## src/rtl/issue_execute_fifo_if.sv

```systemverilog
// rtl/issue_execute_fifo_if.sv - issue-to-execute entry type and FIFO handshake interface
package issue_execute_pkg;
   typedef struct packed {
      logic [5:0]  rob_id;
      logic [6:0]  opcode;
      logic [4:0]  rd;
      logic [31:0] src1;
      logic [31:0] src2;
   } issue_execute_pack_t;
endpackage

interface issue_execute_fifo_if #(
   parameter int DEPTH     = 4,
   parameter int CNT_WIDTH = $clog2(DEPTH + 1)
);
   import issue_execute_pkg::*;

   issue_execute_pack_t  issue_fifo_data_in;
   logic                 issue_fifo_push;
   logic                 issue_fifo_flush;
   logic                 issue_fifo_full;
   issue_execute_pack_t  execute_fifo_data_out;
   logic                 execute_fifo_data_out_valid;
   logic                 execute_fifo_pop;
   logic [CNT_WIDTH-1:0] fifo_count;
   logic                 fifo_overflow;
   logic                 fifo_underflow;

   modport master (
      output issue_fifo_data_in, issue_fifo_push, issue_fifo_flush, execute_fifo_pop,
      input  issue_fifo_full, execute_fifo_data_out, execute_fifo_data_out_valid,
             fifo_count, fifo_overflow, fifo_underflow
   );

   modport slave (
      input  issue_fifo_data_in, issue_fifo_push, issue_fifo_flush, execute_fifo_pop,
      output issue_fifo_full, execute_fifo_data_out, execute_fifo_data_out_valid,
             fifo_count, fifo_overflow, fifo_underflow
   );
endinterface

```

## src/rtl/issue_execute_fifo.sv

```systemverilog
// rtl/issue_execute_fifo.sv - in-order issue-to-execute buffer with flush and error pulses
module issue_execute_fifo
   import issue_execute_pkg::*;
#(
   parameter int DEPTH     = 4,
   parameter int CNT_WIDTH = $clog2(DEPTH + 1)
) (
   input logic                  clk,
   input logic                  rst,
   issue_execute_fifo_if.slave  bus
);
   localparam int PTR_W = $clog2(DEPTH);

   issue_execute_pack_t  mem [DEPTH];
   logic [PTR_W-1:0]     wptr;
   logic [PTR_W-1:0]     rptr;
   logic [CNT_WIDTH-1:0] count;
   logic                 overflow_q;
   logic                 underflow_q;

   logic full;
   logic valid;
   logic push_acc;
   logic pop_acc;

   // Status comes from the registered count only, never from same-cycle requests.
   always_comb begin
      full     = (count == CNT_WIDTH'(DEPTH));
      valid    = (count != '0);
      push_acc = bus.issue_fifo_push  && !full  && !bus.issue_fifo_flush;
      pop_acc  = bus.execute_fifo_pop && valid  && !bus.issue_fifo_flush;
   end

   always_ff @(posedge clk) begin
      if (push_acc) begin
         mem[wptr] <= bus.issue_fifo_data_in;
      end
   end

   always_ff @(posedge clk or posedge rst) begin
      if (rst) begin
         wptr        <= '0;
         rptr        <= '0;
         count       <= '0;
         overflow_q  <= 1'b0;
         underflow_q <= 1'b0;
      end else if (bus.issue_fifo_flush) begin
         wptr        <= '0;
         rptr        <= '0;
         count       <= '0;
         overflow_q  <= 1'b0;
         underflow_q <= 1'b0;
      end else begin
         if (push_acc) begin
            wptr <= wptr + PTR_W'(1);
         end
         if (pop_acc) begin
            rptr <= rptr + PTR_W'(1);
         end
         count       <= count + CNT_WIDTH'(push_acc) - CNT_WIDTH'(pop_acc);
         overflow_q  <= bus.issue_fifo_push  && full;
         underflow_q <= bus.execute_fifo_pop && !valid;
      end
   end

   always_comb begin
      bus.issue_fifo_full             = full;
      bus.execute_fifo_data_out_valid = valid;
      bus.execute_fifo_data_out       = mem[rptr];
      bus.fifo_count                  = count;
      bus.fifo_overflow               = overflow_q;
      bus.fifo_underflow              = underflow_q;
   end
endmodule
```

## src/flat_wrapper.sv

```systemverilog
// flat-port wrapper written by rule: the top's interface ports become plain ports
module issue_execute_fifo_flat import issue_execute_pkg::*;
#(
   parameter int DEPTH     = 4,
   parameter int CNT_WIDTH = $clog2(DEPTH + 1)
)
  (clk, rst, bus_issue_fifo_data_in, bus_issue_fifo_push, bus_issue_fifo_flush, bus_execute_fifo_pop, bus_issue_fifo_full, bus_execute_fifo_data_out, bus_execute_fifo_data_out_valid, bus_fifo_count, bus_fifo_overflow, bus_fifo_underflow);
  issue_execute_fifo_if #(.DEPTH(DEPTH), .CNT_WIDTH(CNT_WIDTH)) bus_i ();
  input logic clk;
  input logic rst;
  input wire logic [$bits(bus_i.issue_fifo_data_in)-1:0] bus_issue_fifo_data_in;
  input wire logic [$bits(bus_i.issue_fifo_push)-1:0] bus_issue_fifo_push;
  input wire logic [$bits(bus_i.issue_fifo_flush)-1:0] bus_issue_fifo_flush;
  input wire logic [$bits(bus_i.execute_fifo_pop)-1:0] bus_execute_fifo_pop;
  output wire logic [$bits(bus_i.issue_fifo_full)-1:0] bus_issue_fifo_full;
  output wire logic [$bits(bus_i.execute_fifo_data_out)-1:0] bus_execute_fifo_data_out;
  output wire logic [$bits(bus_i.execute_fifo_data_out_valid)-1:0] bus_execute_fifo_data_out_valid;
  output wire logic [$bits(bus_i.fifo_count)-1:0] bus_fifo_count;
  output wire logic [$bits(bus_i.fifo_overflow)-1:0] bus_fifo_overflow;
  output wire logic [$bits(bus_i.fifo_underflow)-1:0] bus_fifo_underflow;
  assign bus_i.issue_fifo_data_in = bus_issue_fifo_data_in;
  assign bus_i.issue_fifo_push = bus_issue_fifo_push;
  assign bus_i.issue_fifo_flush = bus_issue_fifo_flush;
  assign bus_i.execute_fifo_pop = bus_execute_fifo_pop;
  assign bus_issue_fifo_full = bus_i.issue_fifo_full;
  assign bus_execute_fifo_data_out = bus_i.execute_fifo_data_out;
  assign bus_execute_fifo_data_out_valid = bus_i.execute_fifo_data_out_valid;
  assign bus_fifo_count = bus_i.fifo_count;
  assign bus_fifo_overflow = bus_i.fifo_overflow;
  assign bus_fifo_underflow = bus_i.fifo_underflow;
  issue_execute_fifo #(.DEPTH(DEPTH), .CNT_WIDTH(CNT_WIDTH)) u_core (.clk(clk), .rst(rst), .bus(bus_i));
endmodule
```

## config.mk

```make
export PLATFORM = sky130hd
export DESIGN_NAME = issue_execute_fifo_flat
export DESIGN_NICKNAME = d
export VERILOG_FILES = /design/src/rtl/issue_execute_fifo_if.sv /design/src/rtl/issue_execute_fifo.sv /design/src/flat_wrapper.sv
export SDC_FILE = /design/constraint.sdc
export NUM_CORES = 1
export LEC_CHECK = 0
export ABC_AREA = 0
export CORE_MARGIN = 1
export CORE_UTILIZATION = 60
export CTS_CLUSTER_DIAMETER = 40
export DETAILED_ROUTE_END_ITERATION = 8
export DONT_BUFFER_PORTS = 1
export MAX_ROUTING_LAYER = met4
export PLACE_DENSITY_LB_ADDON = 0.15
export REMOVE_ABC_BUFFERS = 1
export SETUP_SLACK_MARGIN = 0.02
export SKIP_CTS_REPAIR_TIMING = 1
export SYNTH_ARGS = -nofsm -noshare
export SYNTH_HDL_FRONTEND = slang
export SYNTH_SLANG_ARGS = --single-unit
```

## constraint.sdc

```tcl
create_clock -name clk -period 9.23 [get_ports clk]
set_input_delay 1.3845 -clock clk [delete_from_list [all_inputs] [get_ports clk]]
set_output_delay 1.3845 -clock clk [all_outputs]
set_load 0.02 [all_outputs]
```

# Word-level counts from Yosys, hierarchy flattened
# Memories as Yosys holds them, arrays and structs flattened.
# Index checks and enable logic that the tools add are counted.
[op_classes]
n_addsub = 4
n_eq_ne = 1
muxes = 9
n_reduce_logical = 12
[ops]
columns = ["cell", "count"]
rows = [
  ["2-bit two-way mux", 4],
  ["1-bit logical AND", 6],
  ["2-bit by 1-bit adder with 2-bit output (second input constant)", 2],
  ["1-bit two-way mux", 4],
  ["2-bit nonzero test", 2],
  ["3-bit by 1-bit adder with 3-bit output", 1],
  ["3-bit == test (second input constant)", 1],
  ["1-bit zero test", 3],
  ["3-bit two-way mux", 1],
  ["3-bit nonzero test", 1],
  ["3-bit by 1-bit subtractor with 3-bit output", 1],
]
[totals]
ff_bits = 9
ram_bits = 328
output_inout_bits = 89
wordCells = 32
n_memories = 1
[mem_list]
columns = ["memory", "words", "width", "read_ports", "rd_clocked_by_memory_dff", "wr", "line", "text"]
rows = [
  ["u_core.mem", 4, 82, 1, 0, 1, "issue_execute_fifo.sv:14", "issue_execute_pack_t mem [DEPTH];"],
]

# Logic depth before layout (Yosys ltp)
[depth]
depth_word = 7
ltp_mapped = 9
depth_no_buf = 9

# Worst setup path before layout
# Ideal clock, no wire load.
[synth_path]
path_kind = "input to register"
from = "in bus_issue_fifo_push"
to = "mem u_core.mem[0][0] in the netlist's numbering (enable)"
setup_ns = 0.449
t_arrival_ns = 3.640
required_ns = 8.781
setup_slack_ns = 5.141
path_stages = 3
n_path_buf = 0
cell_sequence = "inv_1 -> nor3_2 -> and2_1"
[synth_via]
elab_chain_cells = 4
[synth_lines]
columns = ["element", "line", "text"]
rows = [
  ["from (decl)", "flat_wrapper.sv:12", "input wire logic [$bits(bus_i.issue_fifo_push)-1:0] bus_issue_fifo_push;"],
  ["1-bit logical AND (2 in series)", "issue_execute_fifo.sv:30", "push_acc = bus.issue_fifo_push && !full && !bus.issue_fifo_flush;"],
  ["1-bit two-way mux", "issue_execute_fifo.sv:35", "if (push_acc) begin"],
  ["1-bit two-way mux (implied by the code)", "issue_execute_fifo.sv:36", "mem[wptr] <= bus.issue_fifo_data_in;"],
  ["to (decl)", "issue_execute_fifo.sv:14", ""],
]
# Every way passes these cells.

# Final worst setup path
[layout_path]
from = "reg u_core.rptr[0]"
to = "out bus_execute_fifo_data_out[65]"
[layout_via]
elab_chain_cells = 1
[layout_lines]
columns = ["element", "line", "text"]
rows = [
  ["from (decl)", "issue_execute_fifo.sv:16", "logic [PTR_W-1:0] rptr;"],
  ["from (signal assigned)", "issue_execute_fifo.sv:58", "rptr <= rptr + PTR_W'(1);"],
  ["memory 4 x 82 bit", "--", ""],
  ["to (decl)", "flat_wrapper.sv:16", "output wire logic [$bits(bus_i.execute_fifo_data_out)-1:0] bus_execute_fifo_data_out;"],
]
# Every way passes these cells.

==> qor.yml <==
cells_and_area:
  final_common_cell: "edfxtp_1"
  nets: 599
  fin_util: 0.681
  final_cells: 799
  drive_gt1_frac: 0.278
  diodes: 0
  fillCellCount: 1220
  final_cell_mix: "edfxtp_1, mux4_2, clkbuf_16, inv_1, clkbuf_1"
  syn_to_final_growth_pct: 11.4
synth:
  synth-seq-cells: 337
  ys_types: 25
  yosysWarnings: 0
  yosysSeqAreaShare: 0.814
  synthCells: 480
  syn_area_mm2: 0.0124
  postSynthAreaPerCell_um2: 25.8
global_route:
  grt_usage: 0.212
  antenna_found_initial: 0
  grt_pass1_vias: 5299
  grt_start_max_net_pins: 56
  grt.overflow.total: 0
  grt_pass1_wl_um: 31900
floorplanning:
  die_h_um: 146
  die_area_mm2: 0.0212
  row_count: 52
  initial_utilization: 0.611
  fp.dieW_um: 146
  core_mm2: 0.0202
  ios: 176
pwr:
  power_density_mw_per_mm2: 277
  vdd_ir_drop_max_mv: 0.256
  cellLeakagePower_uw: 0.00427
cts:
  numCtsBuffers: 36
  clk_pin_slew_ns: 0.06
  cts_tree: "yes"
  cts-htree-levels: 2
  clkSinkCount: 337
  clock_latency_ns: 0.50
  clockBufferDepth: 3
  cts_root_buffer: "clkbuf_16"
timing:
  finalWorstSetupSlack_ns: 4.86
  finClkSkew_ns: 0.0128
  timing.fmax_mhz: 229
  tightest_slew_ns: 0.906
  fin_crit_ns: 4.37
  hold_slack_ns: 0.625
  final-max-slew-violation-count: 0
  fin_setup_tns_ns: 0
  finalSetupViolations: 0
  rsz0062_at_grt: "no"
  hold_violations: 0
  maxSlewHeadroom: 0.396
  min_period_over_period: 0.473
setup_path:
  worstPathCellList: "buf_4, mux4_2"
  ff2ff_setup_slack_ns: 6.41
  path_max_fanout: 48
  critical_path_class: "reg2out"
  startpoint: "u_core.rptr[0]"
  path_depth: 2
  cp.buffers_inverters: 1
  critPathArrivalTime_ns: 2.99
  start_kind: "flip-flop"
  crit_required_ns: 7.85
  critPathMaxStageDelay_ns: 0.92
  critPathCaptureType: "primary output"
  cp_slowest_cell: "dfrtp_4"
  cpLargestDelayFamily: "flip-flops"
  ff2ff_path_depth: 4
  r2r-end: "u_core.mem[1][24]"
  reg2reg_from: "u_core.bus.fifo_count[1]"
  cp-endpoint: "bus_execute_fifo_data_out[65]"
outcome:
  status: "finished clean"
drt:
  drtIter0Drc: 349
  vias: 4954
  remaining_drc_errors: 0
  routed_wl_um: 20700
  via_per_inst: 6.20
  wire_per_inst_um: 25.9
  drtPass1Iterations: 4
  antenna_left: 0
place:
  place_ws_ns: 5.25
  place_hpwl_um: 12300
  placed_cells: 737
  routabilityCongestion: 0.825
  port_buffers: 0
run:
  maxCapViolCount: 0
min_path:
  hp-class: "reg2reg"
## worst min path at each step
stage                          end  slack, ns  depth (start not counted)            from
floorplan           u_core.wptr[0]       0.56                          2  u_core.wptr[0]
global placement    u_core.wptr[0]       0.58                          2  u_core.wptr[0]
detailed placement  u_core.wptr[0]       0.62                          2  u_core.wptr[0]
CTS                 u_core.wptr[0]       0.63                          2  u_core.wptr[0]
global route        u_core.wptr[0]       0.66                          2  u_core.wptr[0]
finish              u_core.wptr[0]       0.63                          2  u_core.wptr[0]
## registers in the layout, summed over array words and instances (netlist names)
signal / cells
u_core.wptr: 2
u_core.rptr: 2
u_core.bus.fifo_underflow: 1
u_core.mem: 328
u_core.bus.fifo_overflow: 1
u_core.bus.fifo_count: 3
## power by group
group          switching (uW)  internal [uW]
Sequential               82.7           1770
Clock                     542            832
Combinational             348            240
Total                     972           2840
## Yosys cell counts
library cell,instances,area [um^2]
a21oi_1,1,5.00
and2_1,4,25.0
buf_1,1,3.75
buf_2,8,40.0
buf_4,2,15.0
buf_6,7,78.8
clkbuf_1,1,3.75
dfrtp_1,9,225
edfxtp_1,328,9850
fa_1,1,20.0
ha_1,6,75.1
inv_1,8,30.0
mux4_2,82,1850
nor2_1,5,18.8
nor2b_1,2,12.5
nor3_2,1,10.0
nor3b_1,2,15.0
nor3b_2,1,12.5
o21ai_0,2,10.0
o311ai_1,1,8.76
o31ai_1,1,7.51
o41ai_1,1,8.76
or3_1,2,12.5
xnor2_1,1,8.76
xor2_1,3,26.3
## worst min-delay path, cell delays in order (launching register included)
cell	delay [ns]
dfrtp_1	0.43
o21ai_0	0.10
a21oi_1	0.07
## cells by family (layout without fill, tap and decap cells)
logic type,Yosys count,after routing,synth area share
adder cells (fa/ha/maj),7,7,0.00769
multiplexers,82,82,0.149
flip-flops,337,337,0.814
AO/OA/AOI/OAI,6,6,0.00324
XOR/XNOR,4,4,0.00283
buffers and inverters,27,76,0.0139
AND/OR/NAND/NOR,17,17,0.00860
## per-layer routing
metal	GRT usage	vias to the layer above	wire length, um
li1	-	2101	-
met1	0.264	2628	8160
met2	0.335	191	10300
met3	0.0665	34	1850
met4	0.0716	0	428
met5	-	-	0
## metrics by stage
step | power [uW] | cell area (um^2)
after global placement | 2470 | 12600
after global routing | 3940 | 13800
final | 3810 | 13800
after floorplan | 2400 | 12200
after CTS | 3860 | 13800
after detailed placement | 2480 | 12600
## cell type report
| class | instances | area [um^2] | area share |
|---|---|---|---|
| Sequential cell | 337 | 10100 | 0.732 |
| Multi-Input combinational cell | 116 | 2130 | 0.155 |
| Clock buffer | 46 | 970 | 0.0704 |
| Tap cell | 270 | 338 | 0.0245 |
| Clock inverter | 16 | 176 | 0.0128 |
| Timing Repair Buffer | 6 | 45.0 | 0.00327 |
| Inverter | 8 | 30.0 | 0.00218 |
No activity file was read; power rests on OpenSTA's default activity.
